===== src/rtl/nn_pkg.sv =====
// Shared definitions for the neural-network datapath blocks: Q8.8 format
// constants, saturation limit and the neuron sequencing states.
package nn_pkg;

  localparam int DATA_W = 16;
  localparam int FRAC_W = 8;

  // 1.0 in Q8.8; the activation stage also uses this as its threshold.
  localparam logic [15:0] Q_ONE   = 16'h0100;
  localparam logic [15:0] SAT_MAX = 16'hFFFF;

  typedef enum logic [1:0] {
    IDLE  = 2'd0,
    ACCUM = 2'd1,
    DONE  = 2'd2
  } state_t;

endpackage : nn_pkg


===== src/rtl/q88_mul.sv =====
// Unsigned fixed-point multiply: full DATA_W x DATA_W product, then drop the
// FRAC_W fractional bits (truncation, no rounding). Purely combinational so
// later layer blocks can reuse it inside their own pipelines.
module q88_mul #(
  parameter int DATA_W = 16,
  parameter int FRAC_W = 8
) (
  input  logic [DATA_W-1:0]        a,
  input  logic [DATA_W-1:0]        b,
  output logic [DATA_W+FRAC_W-1:0] p
);

  logic [2*DATA_W-1:0] prod_s;
  // Fractional bits below the Q8.8 LSB are discarded by design.
  logic                unused_frac_bits_s;

  assign prod_s             = a * b;
  assign p                  = prod_s[2*DATA_W-1:FRAC_W];
  assign unused_frac_bits_s = ^prod_s[FRAC_W-1:0];

endmodule : q88_mul


===== src/rtl/neuron_mac.sv =====
// Sequential multiply-accumulate neuron. Loads the bias on start, adds one
// truncated Q8.8 product per accepted beat, and after N_INPUTS beats presents
// the saturated 16-bit sum on a valid/ready output for the activation stage.
module neuron_mac #(
  parameter int N_INPUTS = 8,
  parameter int DATA_W   = nn_pkg::DATA_W,
  parameter int FRAC_W   = nn_pkg::FRAC_W
) (
  input  logic              clk,
  input  logic              rst_n,
  input  logic              start,
  input  logic [DATA_W-1:0] bias,
  input  logic              in_valid,
  output logic              in_ready,
  input  logic [DATA_W-1:0] in_data,
  input  logic [DATA_W-1:0] in_weight,
  output logic              out_valid,
  input  logic              out_ready,
  output logic [DATA_W-1:0] out_sum,
  output logic              busy
);

  import nn_pkg::*;

  // Wide enough that bias plus N_INPUTS maximal products can never wrap.
  localparam int ACC_W = DATA_W + FRAC_W + $clog2(N_INPUTS + 1);
  localparam int CNT_W = $clog2(N_INPUTS + 1);
  localparam int PRD_W = DATA_W + FRAC_W;
  localparam logic [CNT_W-1:0] LAST_CNT = CNT_W'(N_INPUTS - 1);

  state_t             state_r;
  state_t             state_nxt_s;
  logic [ACC_W-1:0]   acc_r;
  logic [CNT_W-1:0]   cnt_r;
  logic [DATA_W-1:0]  out_sum_r;
  logic               out_valid_r;
  logic [PRD_W-1:0]   prod_s;
  logic [ACC_W-1:0]   acc_nxt_s;
  logic               accept_s;
  logic               last_s;

  // Clamp the wide accumulator to the 16-bit output range.
  function automatic logic [DATA_W-1:0] saturate(input logic [ACC_W-1:0] v);
    if (v[ACC_W-1:DATA_W] != {(ACC_W-DATA_W){1'b0}}) begin
      return SAT_MAX;
    end else begin
      return v[DATA_W-1:0];
    end
  endfunction

  q88_mul #(
    .DATA_W (DATA_W),
    .FRAC_W (FRAC_W)
  ) u_mul (
    .a (in_data),
    .b (in_weight),
    .p (prod_s)
  );

  assign in_ready  = (state_r == ACCUM);
  assign busy      = (state_r != IDLE);
  assign out_valid = out_valid_r;
  assign out_sum   = out_sum_r;
  assign accept_s  = in_valid && in_ready;
  assign last_s    = (cnt_r == LAST_CNT);
  assign acc_nxt_s = acc_r + {{(ACC_W-PRD_W){1'b0}}, prod_s};

  // State register; reset abandons any evaluation in flight.
  always_ff @(posedge clk) begin
    if (!rst_n) begin
      state_r <= IDLE;
    end else begin
      state_r <= state_nxt_s;
    end
  end

  // Next-state decode: start only in IDLE, exit ACCUM on the last beat,
  // leave DONE on the output handshake.
  always_comb begin
    state_nxt_s = state_r;
    case (state_r)
      IDLE: begin
        if (start) begin
          state_nxt_s = ACCUM;
        end else begin
          state_nxt_s = IDLE;
        end
      end
      ACCUM: begin
        if (accept_s && last_s) begin
          state_nxt_s = DONE;
        end else begin
          state_nxt_s = ACCUM;
        end
      end
      DONE: begin
        if (out_ready) begin
          state_nxt_s = IDLE;
        end else begin
          state_nxt_s = DONE;
        end
      end
      default: begin
        state_nxt_s = IDLE;
      end
    endcase
  end

  // Accumulator, beat counter and registered output; the saturated result is
  // captured from the final accumulate so it is valid the cycle DONE begins.
  always_ff @(posedge clk) begin
    if (!rst_n) begin
      acc_r       <= {ACC_W{1'b0}};
      cnt_r       <= {CNT_W{1'b0}};
      out_sum_r   <= {DATA_W{1'b0}};
      out_valid_r <= 1'b0;
    end else begin
      out_valid_r <= (state_nxt_s == DONE);
      if ((state_r == IDLE) && start) begin
        acc_r <= {{(ACC_W-DATA_W){1'b0}}, bias};
        cnt_r <= {CNT_W{1'b0}};
      end else if (accept_s) begin
        acc_r <= acc_nxt_s;
        cnt_r <= cnt_r + {{(CNT_W-1){1'b0}}, 1'b1};
        if (last_s) begin
          out_sum_r <= saturate(acc_nxt_s);
        end
      end
    end
  end

endmodule : neuron_mac


===== config.mk =====
export PLATFORM = sky130hd
export DESIGN_NAME = neuron_mac
export DESIGN_NICKNAME = d
export VERILOG_FILES = /design/src/rtl/nn_pkg.sv /design/src/rtl/q88_mul.sv /design/src/rtl/neuron_mac.sv
export SDC_FILE = /design/constraint.sdc
export NUM_CORES = 1
export LEC_CHECK = 0
export BUFFER_PORTS_ARGS = -buffer_cell sky130_fd_sc_hd__buf_2
export CAP_MARGIN = 20
export CORE_MARGIN = 8
export CORE_UTILIZATION = 32
export CTS_CLUSTER_DIAMETER = 50
export DETAILED_ROUTE_END_ITERATION = 7
export PLACE_DENSITY = 0.44
export SLEW_MARGIN = 25
export SYNTH_ARGS = -nofsm -noshare
export SYNTH_HDL_FRONTEND = slang
export SYNTH_SLANG_ARGS = --single-unit
export TNS_END_PERCENT = 5

===== constraint.sdc =====
create_clock -name clk -period 17.8 [get_ports clk]
set_input_delay 0.89 -clock clk [delete_from_list [all_inputs] [get_ports clk]]
set_output_delay 0.89 -clock clk [all_outputs]
set_load 0.005 [all_outputs]

==> results.py <==
metrics = {
    "floorplan": {
        "coreArea_sq_mm": 0.0356,
        "die_h_microns": 206,
        "dieArea_sq_mm": 0.0424,
        "std_cell_rows": 69,
        "die_w_microns": 206,
        "num_io_pins": 72,
        "start_util_pct": 32.5,
    },
    "cells_and_area": {
        "final_cell_mix": "inv_1 (238), fa_1 (194), nand2_1 (190), ha_1 (128), and2_1 (118)",
        "fillerInstances": 3777,
        "final_common_cell": "inv_1",
        "drive_above_1_share_pct": 7.26,
        "diodes": 0,
        "fin_util_pct": 35.0,
        "fin_cells": 1825,
        "area_growth_pct": 7.96,
        "final_nets": 1738,
    },
    "global_route": {
        "grt_pass1_wl_mm": 51.6,
        "overflow": 0,
        "grt_pass1_vias": 9475,
        "antenna_found_initial": 0,
        "track_usage_pct": 15.0,
        "grt_max_degree": 37,
    },
    "synthesis": {
        "syn_area_sq_mm": 0.0115,
        "yosysWarningCount": 0,
        "syn_nets": 1709,
        "synth_cells": 1334,
        "ys_async_sr_fraction_pct": 0,
        "synth_edf_count": 0,
        "ys_types": 62,
        "synth_flop_cell": "dfxtp_1",
        "ys_seq_elements": 51,
        "synth_top_area_share_pct": 33.6,
        "synth_area_leader_cell": "fa_1",
        "syn_area_per_cell_sq_um": 8.65,
        "synth_area_leaders": "fa_1 (34%), ha_1 (14%), dfxtp_1 (8.8%)",
        "yosysSeqAreaShare_pct": 8.85,
    },
    "setup_path": {
        "critPathSlowestCell": "fa_1",
        "path_class": "in2reg",
        "cp_slowest_stage_delay_ns": 0.57,
        "required_ns": 17.99,
        "endpoint_kind": "register",
        "cpMostUsedCell": "fa_1",
        "start_kind": "input pin",
        "r2r_cells": 11,
        "arrival_ns": 9.51,
        "crit_fanout": 16,
    },
    "timing": {
        "fin_tns_setup_ns": 0,
        "hold_ws_ns": 0.464,
        "fin_crit_sh_pct": 52.4,
        "slew-limit-headroom_pct": 51.5,
        "grt_setup_unrepaired": "false",
        "fin_crit_ns": 9.33,
        "fin_skew_ns": 0.00753,
        "fmax_mhz": 107,
        "hold_viol": 0,
        "maxSlewViolCount": 0,
        "tightest_slew_ns": 0.727,
        "setup_viol": 0,
    },
    "placement": {
        "gp_congestion": 0.815,
        "hpwlAfterDp_mm": 25.3,
        "post-place-cells": 1817,
        "port_buffers": 71,
    },
    "drt": {
        "antenna_left": 0,
        "drt-initial-drc-count": 420,
        "wl_met3_microns": 899,
        "drc": 0,
        "wl_met1_mm": 14.6,
        "wl_met2_mm": 14.5,
        "dr.max_layer_used": "met4",
        "first_pass_iters": 4,
        "wl_per_cell_microns": 16.6,
        "viasPerCell": 4.82,
        "routed_wl_mm": 30.3,
        "num_vias": 8794,
    },
    "clock_network": {
        "clkLatencyLatePin_ns": 0.30,
        "cts_sinks": 51,
        "cts_tree": "yes",
        "cts_root_buf": "clkbuf_16",
        "cts_inserted_buffers": 5,
        "cts_max_level": 2,
        "post_cts_resized": 0,
        "cts_max_path_buffers": 2,
        "holdBufCountCts": 0,
        "clk_pin_slew_ns": 0.08,
        "post_cts_buffers": 0,
    },
    "flow_run": {
        "cap_violations": 0,
    },
    "outcome": {
        "status": "complete, no violations",
    },
    "worst_hold_path": {
        "hold_depth": 2,
        "min_path_type": "reg2reg",
    },
}
[synth_stat cells, types with 2 or more instances]
cell type	number
a31oi_1	6
o311a_1	2
nor3_1	6
xor2_1	13
o211ai_1	6
nand2_1	190
nand4_1	11
or3b_2	2
inv_1	238
a31o_2	2
fa_1	194
nor4_1	4
o31ai_1	3
dfxtp_1	51
o21a_1	3
o41ai_2	2
nor3b_1	3
nand2b_1	5
a21oi_1	45
a211o_1	2
o221a_1	16
a21boi_0	19
o21ai_1	2
nand3_1	12
xnor2_1	31
ha_1	128
o21bai_1	5
a21o_1	19
a211oi_1	9
clkbuf_1	50
or3_1	5
and2_1	118
nor2b_1	10
o21ai_0	25
and3_1	7
a221o_1	2
nor2_1	47
or2_2	2
a22oi_1	16
[metrics by stage]
step,worst slack (ns),cell area (sq um)
2_1_floorplan,9.19,11500
3_3_place_gp,8.14,12300
3_5_place_dp,8.11,12300
4_1_cts,8.40,12500
5_1_grt,7.82,12500
6_report,8.47,12500
[state kept, by name, summed over array words and instances (netlist names)]
name and count:
acc_r 28, state_r 2, out_valid 1, cnt_r 4, out_sum 16
[cell families after synthesis]
family                   after synthesis  synth area share (%)
AO/OA/AOI/OAI                        198                  12.6
XOR/XNOR                              44                  3.34
adder cells (fa/ha/maj)              322                  47.5
buffers and inverters                290                  9.51
flip-flops                            51                  8.85
multiplexers                           1                0.0867
AND/OR/NAND/NOR                      428                  18.1
[critical path, delay by kind of cell]
kind / cells / cell delay [ns]
AO/OA/AOI/OAI: 7 / 2.42
XOR/XNOR: 1 / 0.08
buffers and inverters: 4 / 0.50
adder cells (fa/ha/maj): 8 / 3.43
AND/OR/NAND/NOR: 10 / 2.19
[worst paths after layout]
check	startpoint	to	slack, ns
max reg2reg	acc_r[0]	out_sum[12]	13.98
min	acc_r[18]	acc_r[18]	0.46
max	in_weight[1]	out_sum[12]	8.47
min reg2reg	acc_r[18]	acc_r[18]	0.46
[layout make-up]
class                   instances  area, sq um  area share (%)
multi-input cells             993         9440            75.7
flip-flops and latches         51         1020            8.19
inverters                     238          893            7.17
well taps                     461          577            4.63
repair buffers                 74          378            3.03
clock buffers                   5          125            1.00
clock inverters                 3         28.8           0.231
[metal layers]
metal | GRT usage, % | vias to the layer above
met1 | 21.3 | 4329
met5 | 0 | -
met3 | 1.29 | 24
li1 | - | 4303
met2 | 24.9 | 138
met4 | 2.43 | 0
Power is left out: the tool's default activity adds up to more than one toggle a clock period on the data nets, which glitch-free logic cannot reach.
